<file path="src/rtl/dmem_hs_if.sv">
// Request/response bus between the load/store stage (master) and dmem_hs (slave).
interface dmem_hs_if #(
  parameter int DATA_W = 32,
  parameter int ADDR_W = 32
);

  logic                  req_valid;
  logic                  req_ready;
  logic                  req_we;
  logic [ADDR_W-1:0]     req_addr;
  logic [DATA_W/8-1:0]   req_be;
  logic [DATA_W-1:0]     req_wdata;
  logic                  rsp_valid;
  logic                  rsp_ready;
  logic [DATA_W-1:0]     rsp_rdata;
  logic                  rsp_err;

  modport master (
    output req_valid, req_we, req_addr, req_be, req_wdata, rsp_ready,
    input  req_ready, rsp_valid, rsp_rdata, rsp_err
  );

  modport slave (
    input  req_valid, req_we, req_addr, req_be, req_wdata, rsp_ready,
    output req_ready, rsp_valid, rsp_rdata, rsp_err
  );

endinterface

</file>
<file path="src/rtl/dmem_hs.sv">
// Single-port data memory with valid/ready handshake, byte-lane writes,
// configurable access latency and misaligned / out-of-range fault reporting.
// One request is outstanding at a time: IDLE accepts, WAIT burns latency,
// RESP holds the response until the consumer takes it.
module dmem_hs #(
  parameter int DATA_W    = 32,
  parameter int ADDR_W    = 32,
  parameter int DEPTH     = 32,
  parameter int LATENCY   = 1,
  parameter int INIT_MODE = 1
) (
  input  logic        i_clk,
  input  logic        i_rst_n,
  dmem_hs_if.slave    bus
);

  localparam int NB    = DATA_W / 8;
  localparam int OFF_W = $clog2(NB);
  localparam int IDX_W = $clog2(DEPTH);

  typedef enum logic [1:0] {
    IDLE = 2'd0,
    WAIT = 2'd1,
    RESP = 2'd2
  } state_t;

  state_t              r_state;
  state_t              w_stateNext;
  logic [2:0]          r_cnt;
  logic [2:0]          w_cntNext;
  logic [DATA_W-1:0]   r_rdata;
  logic                r_err;

  logic [ADDR_W-1:0]   w_wordIdx;
  logic                w_misaligned;
  logic                w_outOfRange;
  logic                w_fault;
  logic                w_accept;
  logic                w_wrEn;
  logic [DATA_W-1:0]   w_words [DEPTH];

  // Address decode: word index plus the two fault conditions. DEPTH is a
  // power of two, so anything above the index bits means out of range.
  assign w_wordIdx    = bus.req_addr >> OFF_W;
  assign w_misaligned = (bus.req_addr & ADDR_W'(NB - 1)) != '0;
  assign w_outOfRange = (w_wordIdx >> IDX_W) != '0;
  assign w_fault      = w_misaligned || w_outOfRange;

  // Accept is blocked while reset is held so a clock edge during reset
  // cannot sneak a write into the array.
  assign w_accept = i_rst_n && bus.req_valid && (r_state == IDLE);
  assign w_wrEn   = w_accept && bus.req_we && !w_fault;

  // Handshake flags come straight from the state register.
  assign bus.req_ready = (r_state == IDLE);
  assign bus.rsp_valid = (r_state == RESP);
  assign bus.rsp_rdata = r_rdata;
  assign bus.rsp_err   = r_err;

  // Storage: one register per word, power-up image chosen by INIT_MODE and
  // loaded with the configuration, deliberately not touched by reset.
  for (genvar gi = 0; gi < DEPTH; gi++) begin : g_word
    logic [DATA_W-1:0] r_word = (INIT_MODE != 0) ? DATA_W'(gi) : '0;

    // Byte-lane merge of an accepted, non-faulting write to this word.
    always_ff @(posedge i_clk) begin
      if (w_wrEn && (w_wordIdx[IDX_W-1:0] == IDX_W'(gi))) begin
        for (int k = 0; k < NB; k++) begin
          if (bus.req_be[k]) begin
            r_word[8*k +: 8] <= bus.req_wdata[8*k +: 8];
          end
        end
      end
    end

    assign w_words[gi] = r_word;
  end

  // State and latency counter registers.
  always_ff @(posedge i_clk or negedge i_rst_n) begin
    if (!i_rst_n) begin
      r_state <= IDLE;
      r_cnt   <= 3'd0;
    end else begin
      r_state <= w_stateNext;
      r_cnt   <= w_cntNext;
    end
  end

  // Next-state logic: accept in IDLE, count down in WAIT, drain in RESP.
  always_comb begin
    w_stateNext = r_state;
    w_cntNext   = r_cnt;
    case (r_state)
      IDLE: begin
        if (w_accept) begin
          if (LATENCY == 1) begin
            w_stateNext = RESP;
          end else begin
            w_stateNext = WAIT;
            w_cntNext   = 3'(LATENCY > 1 ? LATENCY - 2 : 0);
          end
        end
      end
      WAIT: begin
        if (r_cnt == 3'd0) begin
          w_stateNext = RESP;
        end else begin
          w_cntNext = r_cnt - 3'd1;
        end
      end
      RESP: begin
        if (bus.rsp_ready) begin
          w_stateNext = IDLE;
        end
      end
      default: begin
        w_stateNext = IDLE;
        w_cntNext   = 3'd0;
      end
    endcase
  end

  // Response register: captured on accept (read data sampled at that edge),
  // then frozen until the next accept, which keeps it stable under backpressure.
  always_ff @(posedge i_clk or negedge i_rst_n) begin
    if (!i_rst_n) begin
      r_rdata <= '0;
      r_err   <= 1'b0;
    end else if (w_accept) begin
      r_err   <= w_fault;
      r_rdata <= (w_fault || bus.req_we) ? '0 : w_words[w_wordIdx[IDX_W-1:0]];
    end
  end

endmodule
</file>
<file path="src/flat_wrapper.sv">
// flat-port wrapper written by rule: the top's interface ports become plain ports
module dmem_hs_flat 
#(
  parameter int DATA_W    = 32,
  parameter int ADDR_W    = 32,
  parameter int DEPTH     = 32,
  parameter int LATENCY   = 1,
  parameter int INIT_MODE = 1
)
  (i_clk, i_rst_n, bus_req_valid, bus_req_we, bus_req_addr, bus_req_be, bus_req_wdata, bus_rsp_ready, bus_req_ready, bus_rsp_valid, bus_rsp_rdata, bus_rsp_err);
  dmem_hs_if #(.DATA_W(DATA_W), .ADDR_W(ADDR_W)) bus_i ();
  input  logic i_clk;
  input  logic i_rst_n;
  input wire logic [$bits(bus_i.req_valid)-1:0] bus_req_valid;
  input wire logic [$bits(bus_i.req_we)-1:0] bus_req_we;
  input wire logic [$bits(bus_i.req_addr)-1:0] bus_req_addr;
  input wire logic [$bits(bus_i.req_be)-1:0] bus_req_be;
  input wire logic [$bits(bus_i.req_wdata)-1:0] bus_req_wdata;
  input wire logic [$bits(bus_i.rsp_ready)-1:0] bus_rsp_ready;
  output wire logic [$bits(bus_i.req_ready)-1:0] bus_req_ready;
  output wire logic [$bits(bus_i.rsp_valid)-1:0] bus_rsp_valid;
  output wire logic [$bits(bus_i.rsp_rdata)-1:0] bus_rsp_rdata;
  output wire logic [$bits(bus_i.rsp_err)-1:0] bus_rsp_err;
  assign bus_i.req_valid = bus_req_valid;
  assign bus_i.req_we = bus_req_we;
  assign bus_i.req_addr = bus_req_addr;
  assign bus_i.req_be = bus_req_be;
  assign bus_i.req_wdata = bus_req_wdata;
  assign bus_i.rsp_ready = bus_rsp_ready;
  assign bus_req_ready = bus_i.req_ready;
  assign bus_rsp_valid = bus_i.rsp_valid;
  assign bus_rsp_rdata = bus_i.rsp_rdata;
  assign bus_rsp_err = bus_i.rsp_err;
  dmem_hs #(.DATA_W(DATA_W), .ADDR_W(ADDR_W), .DEPTH(DEPTH), .LATENCY(LATENCY), .INIT_MODE(INIT_MODE)) u_core (.i_clk(i_clk), .i_rst_n(i_rst_n), .bus(bus_i));
endmodule
</file>
<file path="config.mk">
export PLATFORM = sky130hd
export DESIGN_NAME = dmem_hs_flat
export DESIGN_NICKNAME = d
export VERILOG_FILES = /design/src/rtl/dmem_hs_if.sv /design/src/rtl/dmem_hs.sv /design/src/flat_wrapper.sv
export SDC_FILE = /design/constraint.sdc
export NUM_CORES = 1
export LEC_CHECK = 0
export CORE_UTILIZATION = 42
export CTS_BUF_LIST = sky130_fd_sc_hd__clkbuf_16
export DETAILED_ROUTE_END_ITERATION = 6
export HOLD_SLACK_MARGIN = 0.05
export PLACE_DENSITY_LB_ADDON = 0.25
export SETUP_SLACK_MARGIN = 0.4
export SYNTH_ARGS = -nofsm -noshare
export SYNTH_HDL_FRONTEND = slang
export SYNTH_SLANG_ARGS = --single-unit
</file>
<file path="constraint.sdc">
create_clock -name i_clk -period 2.2 [get_ports i_clk]
set_input_delay 0.22 -clock i_clk [delete_from_list [all_inputs] [get_ports i_clk]]
set_output_delay 0.22 -clock i_clk [all_outputs]
set_load 0.02 [all_outputs]
</file>
==> flow_summary.ini, run 1 <==
[outcome]
outcome = complete, no violations

[timing]
slew_headroom_pct = 46.74
finalClockSkew_ns = 0.02541
setup-violations-final = 0
worst_pin_slew_ns = 0.7959
slew_viol_final = 0
fin_crit_sh_pct = 99.06
hold_viol = 0
grt_setup_unrepaired = yes
fmax_mhz = 458.9
timing.hold.ws_ns = 0.06570
worst_slack_ns = 0.02068
fin_crit_ns = 2.179

[critical_path]
regToRegSetupSlack_ns = 0.02
cp_data_required_time_ns = 2.52
start_kind = register
criticalPathCategory = register to register
crit_fanout = 16
rr_worst_depth = 8
r2r-end = u_core.g_word[31].r_word[8]$_DFFE_PP_
critPathArrivalTime_ns = 2.50
r2r_start = u_core.r_state[1]$_DFFE_PN0P_
crit_path_end_kind = register

[logic_synthesis]
synth_seq_area_share_pct = 77.33
synth_cell_types = 35
netlist_area_um2 = 40870
yosysTopAreaCell = edfxtp_1
ys_ff_latch = 1058
synthFlopType = edfxtp_1
yosysWarnings = 0
ys_async_sr_fraction_pct = 3.214
synth_edf_count = 1024
avgSynthCellArea_um2 = 21.90
synth_commonest_cells = 1024 x edfxtp_1, 238 x mux4_2, 148 x nor2_1, 69 x mux2i_1, 62 x o22ai_1
synth_top_cell_area_share_pct = 75.25
synth.area.top_cells = edfxtp_1 75%, mux4_2 13%, dfrtp_1 2.1%
synth_nets = 1939
synth_cells = 1866
yosysMostFrequentCell = edfxtp_1

[floorplanning]
num_rows = 114
die-height_um = 313.9
die_area_um2 = 98550
io_pins = 108
start_util_pct = 42.32
dieWidth_um = 313.9
core-area_um2 = 96570

[clock_tree]
clock_sinks = 1058
cts-root-buf = clkbuf_16
clkTransAtPathRegs_ns = 0.06
numCtsBuffers = 100
clk_latency_ns = 0.67
cts_tree = done
cts_buffer_depth = 3
h-tree-depth = 3

[cells_and_area]
fin_nets = 2320
utilization_pct = 52.79
final_area_um2 = 50980
drive_gt1_share_pct = 34.86
antennaDiodeCount = 0
area_growth_pct = 24.74
fillers = 7255

[route]
vias = 20430
drt_iter0_drc = 2181
drtPass1Iterations = 5
viasPerCell = 5.683
ant_nets = 0
drc = 0
avgRoutedWirePerCell_um = 28.34
wl_um = 101800

[power_and_ir_drop]
p_int_mw = 33.29
swShare_pct = 20.16
seqPwrFrac_pct = 53.0
fin_total_pwr_mw = 41.69
clkPwrFrac_pct = 42.0
p_leak_nw = 16.34
irDropWorstVdd_uv = 572.0
power.switching_mw = 8.405
power.density_nw_per_um2 = 817.9
comb_power_share_pct = 5.1

[global_route]
grt_max_degree = 37
grt_pass1_wl_um = 148400
grt_antenna_before_repair = 1
grt_pass1_vias = 21220
overflow = 0
grt_usage_pct = 20.95

[worst_hold_path]
holdCritPathClass = primary input to register
min_path_cells = 4
hp-start = i_rst_n
min_to = u_core.bus.rsp_err$_DFFE_PN0N_

[run]
cap_violations = 0

[place]
dp_hpwl_um = 65600
gp_congestion = 0.8257
placed_area_um2 = 46740
place_ws_ns = -0.8797
io_buffers = 107
[per-layer routing]
layer	wire length [um]	vias to the layer above	global-route usage, %
met4	2178	2	5.876
li1	-	8602	-
met3	7399	129	4.308
met5	8	-	0
met2	49770	873	33.72
met1	42480	10820	29.07
[flip-flops by register name, indices dropped and copies added (netlist names)]
signal / count
u_core.g_word.r_word: 1024
u_core.bus.rsp_err: 1
u_core.bus.rsp_rdata: 32
u_core.r_state: 1
[per-stage QoR]
stage	TNS [ns]	std cells
5_1_grt	-26.63	3594
3_5_place_dp	-852.03	3383
6_report	0	3594
3_3_place_gp	-755.64	3383
4_1_cts	0	3587
2_1_floorplan	0	1866
[kinds of logic after synthesis]
family          count (synthesis)  synth area share, %
compound gates                128                2.100
buf+inv                       119                1.690
mux                           334                16.54
flops                        1058                77.33
simple gates                  227                2.339
[worst max path at each step]
stage	to	slack [ns]	from
2_1_floorplan	u_core.g_word[0].r_word[0]$_DFFE_PP_	0.09	u_core.r_state[1]$_DFFE_PN0P_
3_3_place_gp	u_core.g_word[5].r_word[23]$_DFFE_PP_	-0.79	bus_req_addr[15]
3_5_place_dp	u_core.g_word[7].r_word[1]$_DFFE_PP_	-0.88	bus_req_addr[14]
4_1_cts	u_core.g_word[31].r_word[9]$_DFFE_PP_	0.004	u_core.r_state[1]$_DFFE_PN0P_
5_1_grt	u_core.g_word[30].r_word[5]$_DFFE_PP_	-0.1	u_core.r_state[1]$_DFFE_PN0P_
6_report	u_core.g_word[31].r_word[8]$_DFFE_PP_	0.02	u_core.r_state[1]$_DFFE_PN0P_
[cell usage in the layout (no fill, tap or decap), drive strengths merged]
cell	instances
nand2	39
dlymetal6s2s	1
a22o	1
nand3b	3
mux2i	69
nand3	11
nor4	6
a22oi	31
o21ai	11
a311oi	1
bufinv	15
dfrtp	34
buf	284
o31ai	22
nor3	3
dlygate4sd2	1
dlygate4sd3	1
nand4	3
nor4b	1
clkinv	34
clkbuf	106
nor2b	3
edfxtp	1024
clkinvlp	4
clkdlybuf4s50	100
and3b	2
o22ai	62
nand2b	5
mux4	265
or2	1
inv	25
nor2	149
and4b	1
[power by group through the flow]
stage,sequential (mW),clock [mW],combinational (mW)
finish,22.1,17.5,2.11
global route,22.1,18.5,2.23
CTS,22.1,17.8,2.13
detailed placement,22.5,0,2.12
global placement,22.5,0,2.10
floorplan,22.5,0,1.00
[critical path: stages (launching register included)]
cell and delay (ns):
dfrtp_1 0.38, and3b_1 0.23, nand4_1 0.12, buf_6 0.17
nor2_4 0.16, buf_4 0.14, nand3_4 0.10, buf_12 0.25
nor2_4 0.26
[layout make-up]
type	instances	area (um2)	share of cell area (%)
clock buffers	105	2628	5.155
clock inverters	68	693.2	1.360
inverters	10	37.54	0.07364
multi-input cells	689	9560	18.76
flip-flops and latches	1058	31600	61.99
well taps	1276	1597	3.132
repair buffers	388	4860	9.533
[timing repair]
item / CTS / global route
endpoints found under the hold margin: 34 / 0
setup endpoints to repair: 1091 / 1091
gates cloned: 2 / 0
buffers inserted: 27 / 7
hold buffers: 2 / 0
pin swaps: 38 / 42
resized for setup: 16 / 45
Power figures use the tool's default switching activity.
==> run 2, diff against run 1 <==
--- a/config.mk
+++ b/config.mk
@@ -6,7 +6,7 @@
 export NUM_CORES = 1
 export LEC_CHECK = 0
 export CORE_UTILIZATION = 42
-export CTS_BUF_LIST = sky130_fd_sc_hd__clkbuf_16
+export CTS_BUF_LIST = sky130_fd_sc_hd__clkbuf_2 sky130_fd_sc_hd__clkbuf_4 sky130_fd_sc_hd__clkbuf_8
 export DETAILED_ROUTE_END_ITERATION = 6
 export HOLD_SLACK_MARGIN = 0.05
 export PLACE_DENSITY_LB_ADDON = 0.25
==> run 2 against run 1 <==
Against the previous run:
- clock skew is 0.0081 ns higher
- sequential cell count stayed put
- global-route usage is 0.31 points higher
- sequential share of layout area is 0.082 points lower
- via count is 2.1% higher
- clock-buffer cell count is 124 higher
- critical path depth stayed put
- clock power is 3% lower
- first-iteration DRC count is 2.9% higher
- sequential power hardly changed
- fmax is 0.27% higher
- highest routed layer unchanged
==> flow_summary.ini, run 2 (synthesis gave the netlist of run 1 again) <==
[cells_and_area]
final_cell_mix = 1024 x edfxtp_1, 238 x mux4_2, 176 x clkbuf_8
fin_nets = 2391
stdcell_count = 3730
fillers = 7318
layout_commonest_cell = edfxtp_1
regMostFlops = u_core.g_word.r_word
area_growth_pct = 24.93
largest_reg_flops = 1024
drive_gt1_share_pct = 39.46
utilization_pct = 52.87

[clock_tree]
clk_latency_ns = 0.81
cts_buffer_depth = 3
cts-root-buf = clkbuf_8
clkTransAtPathRegs_ns = 0.06
h-tree-depth = 4
numCtsBuffers = 164
cts_tree = done
clock_sinks = 1058

[power_and_ir_drop]
irDropWorstVdd_uv = 417.2
power.density_nw_per_um2 = 804.2
seqPwrFrac_pct = 53.8
clkPwrFrac_pct = 41.0
comb_power_share_pct = 5.2
p_leak_nw = 16.52
p_int_mw = 32.35
power.switching_mw = 8.707
swShare_pct = 21.21

[global_route]
overflow = 0
grt_pass1_wl_um = 150300
grt_pass1_vias = 21910
grt_antenna_before_repair = 2
grt_usage_pct = 21.26
grt_max_degree = 37

[route]
drtPass1Iterations = 5
viasPerCell = 5.590
drt_iter0_drc = 2245
ant_nets = 0
vias = 20850
wl_um = 102500
drc = 0
avgRoutedWirePerCell_um = 27.49

[floorplanning]
io_pins = 108
die_area_um2 = 98550
die-height_um = 313.9
core-area_um2 = 96570
dieWidth_um = 313.9
start_util_pct = 42.32
num_rows = 114

[critical_path]
critPathArrivalTime_ns = 2.64
cp_data_required_time_ns = 2.67
crit_fanout = 16
cp_slowest_cell = dfrtp_1
slowest_delay_ns = 0.38
crit_path_end_kind = register
start_kind = register
cp_common_cell = nor2_4
cp_cell_sequence = and3b_1, nand4_1, buf_6, nor2_4, buf_4, nand3_4, buf_12, nor2_4
criticalPathCategory = register to register

[place]
gp_congestion = 0.8257
dp_cells = 3383
dp_hpwl_um = 65600
io_buffers = 107
place_ws_ns = -0.8797

[timing]
worst_pin_slew_ns = 0.8468
finalClockSkew_ns = 0.03351
slew_viol_final = 0
fin_crit_sh_pct = 98.79
hold_viol = 0
fmax_mhz = 460.1
worst_slack_ns = 0.02657
timing.hold.ws_ns = 0.2278
grt_setup_unrepaired = yes
slew_headroom_pct = 43.34
setup-violations-final = 0
fin_crit_ns = 2.173

[outcome]
outcome = complete, no violations

[worst_hold_path]
holdCritPathClass = primary input to register

[run]
cap_violations = 0
## run 2: cell types whose count changed in the layout (fill, tap and decap cells not counted), moves of 5 or more
cell	change
clkinv_1	+12
dfrtp_1	-5
clkinv_2	+9
buf_2	+17
inv_1	-17
inv_6	+5
clkbuf_8	+175
clkdlybuf4s50_1	-17
bufinv_16	-6
clkbuf_4	+54
clkbuf_16	-103
dfrtp_2	+5
## run 2: final timing paths
check	startpoint	end	slack (ns)	cells past startpoint
max	u_core.r_state[1]$_DFFE_PN0P_	u_core.g_word[30].r_word[1]$_DFFE_PP_	0.03	8
min	bus_req_valid	u_core.r_state[1]$_DFFE_PN0P_	0.23	4
min in group asynchronous	i_rst_n	u_core.bus.rsp_rdata[16]$_DFFE_PN0N_	0.32	4
max in group asynchronous	i_rst_n	u_core.bus.rsp_rdata[28]$_DFFE_PN0N_	1.62	4
max reg2reg	u_core.r_state[1]$_DFFE_PN0P_	u_core.g_word[30].r_word[1]$_DFFE_PP_	0.03	8
min reg2reg	u_core.bus.rsp_err$_DFFE_PN0N_	u_core.bus.rsp_err$_DFFE_PN0N_	0.52	2
## run 2: final cells by class
type | count | area [um2] | share of cell area [%]
flip-flops and latches | 1058 | 31610 | 61.91
multi-input cells | 689 | 9530 | 18.67
diodes | 1 | 2.502 | 0.004902
inverters | 10 | 37.54 | 0.07352
clock buffers | 229 | 2814 | 5.512
repair buffers | 395 | 4877 | 9.553
well taps | 1276 | 1597 | 3.127
clock inverters | 72 | 588.1 | 1.152
## run 2: power by group through the flow
stage / registers [mW] / clock network [mW] / logic (mW)
2_1_floorplan: 22.5 / 0 / 1.00
3_3_place_gp: 22.5 / 0 / 2.10
3_5_place_dp: 22.5 / 0 / 2.12
4_1_cts: 22.1 / 17.2 / 2.13
5_1_grt: 22.1 / 18.1 / 2.24
6_report: 22.1 / 16.9 / 2.12
## run 2: through the flow
step	total power, mW	TNS [ns]	instance area [um2]
final	41.06	0	51050
after global routing	42.36	-10.94	51050
after CTS	41.40	0	50600
after detailed placement	24.62	-852.03	46740
after global placement	24.60	-755.64	46740
after floorplan	23.52	0	41710
## run 2: timing repair
action	in CTS	in global routing
endpoints found under the hold margin	36	0
pin swaps	45	39
hold buffers	4	0
setup endpoints to repair	1091	1074
gates resized for setup	87	50
cloned	1	2
setup buffers	27	11
## run 2: worst max-delay path: cells and delay by family, from the launching register on
| family | cells | cell delay (ns) |
|---|---|---|
| DFF | 1 | 0.38 |
| and+or+nand+nor | 5 | 0.85 |
| buffers and inverters | 3 | 0.54 |
## run 2: layer usage
| metal | share of wire (%) | vias up | track usage [%] |
|---|---|---|---|
| met5 | 0.0078 | - | 0 |
| met4 | 1.9 | 2 | 6.164 |
| met3 | 6.9 | 130 | 4.730 |
| met2 | 49 | 833 | 33.99 |
| met1 | 42 | 11080 | 29.37 |
| li1 | - | 8805 | - |
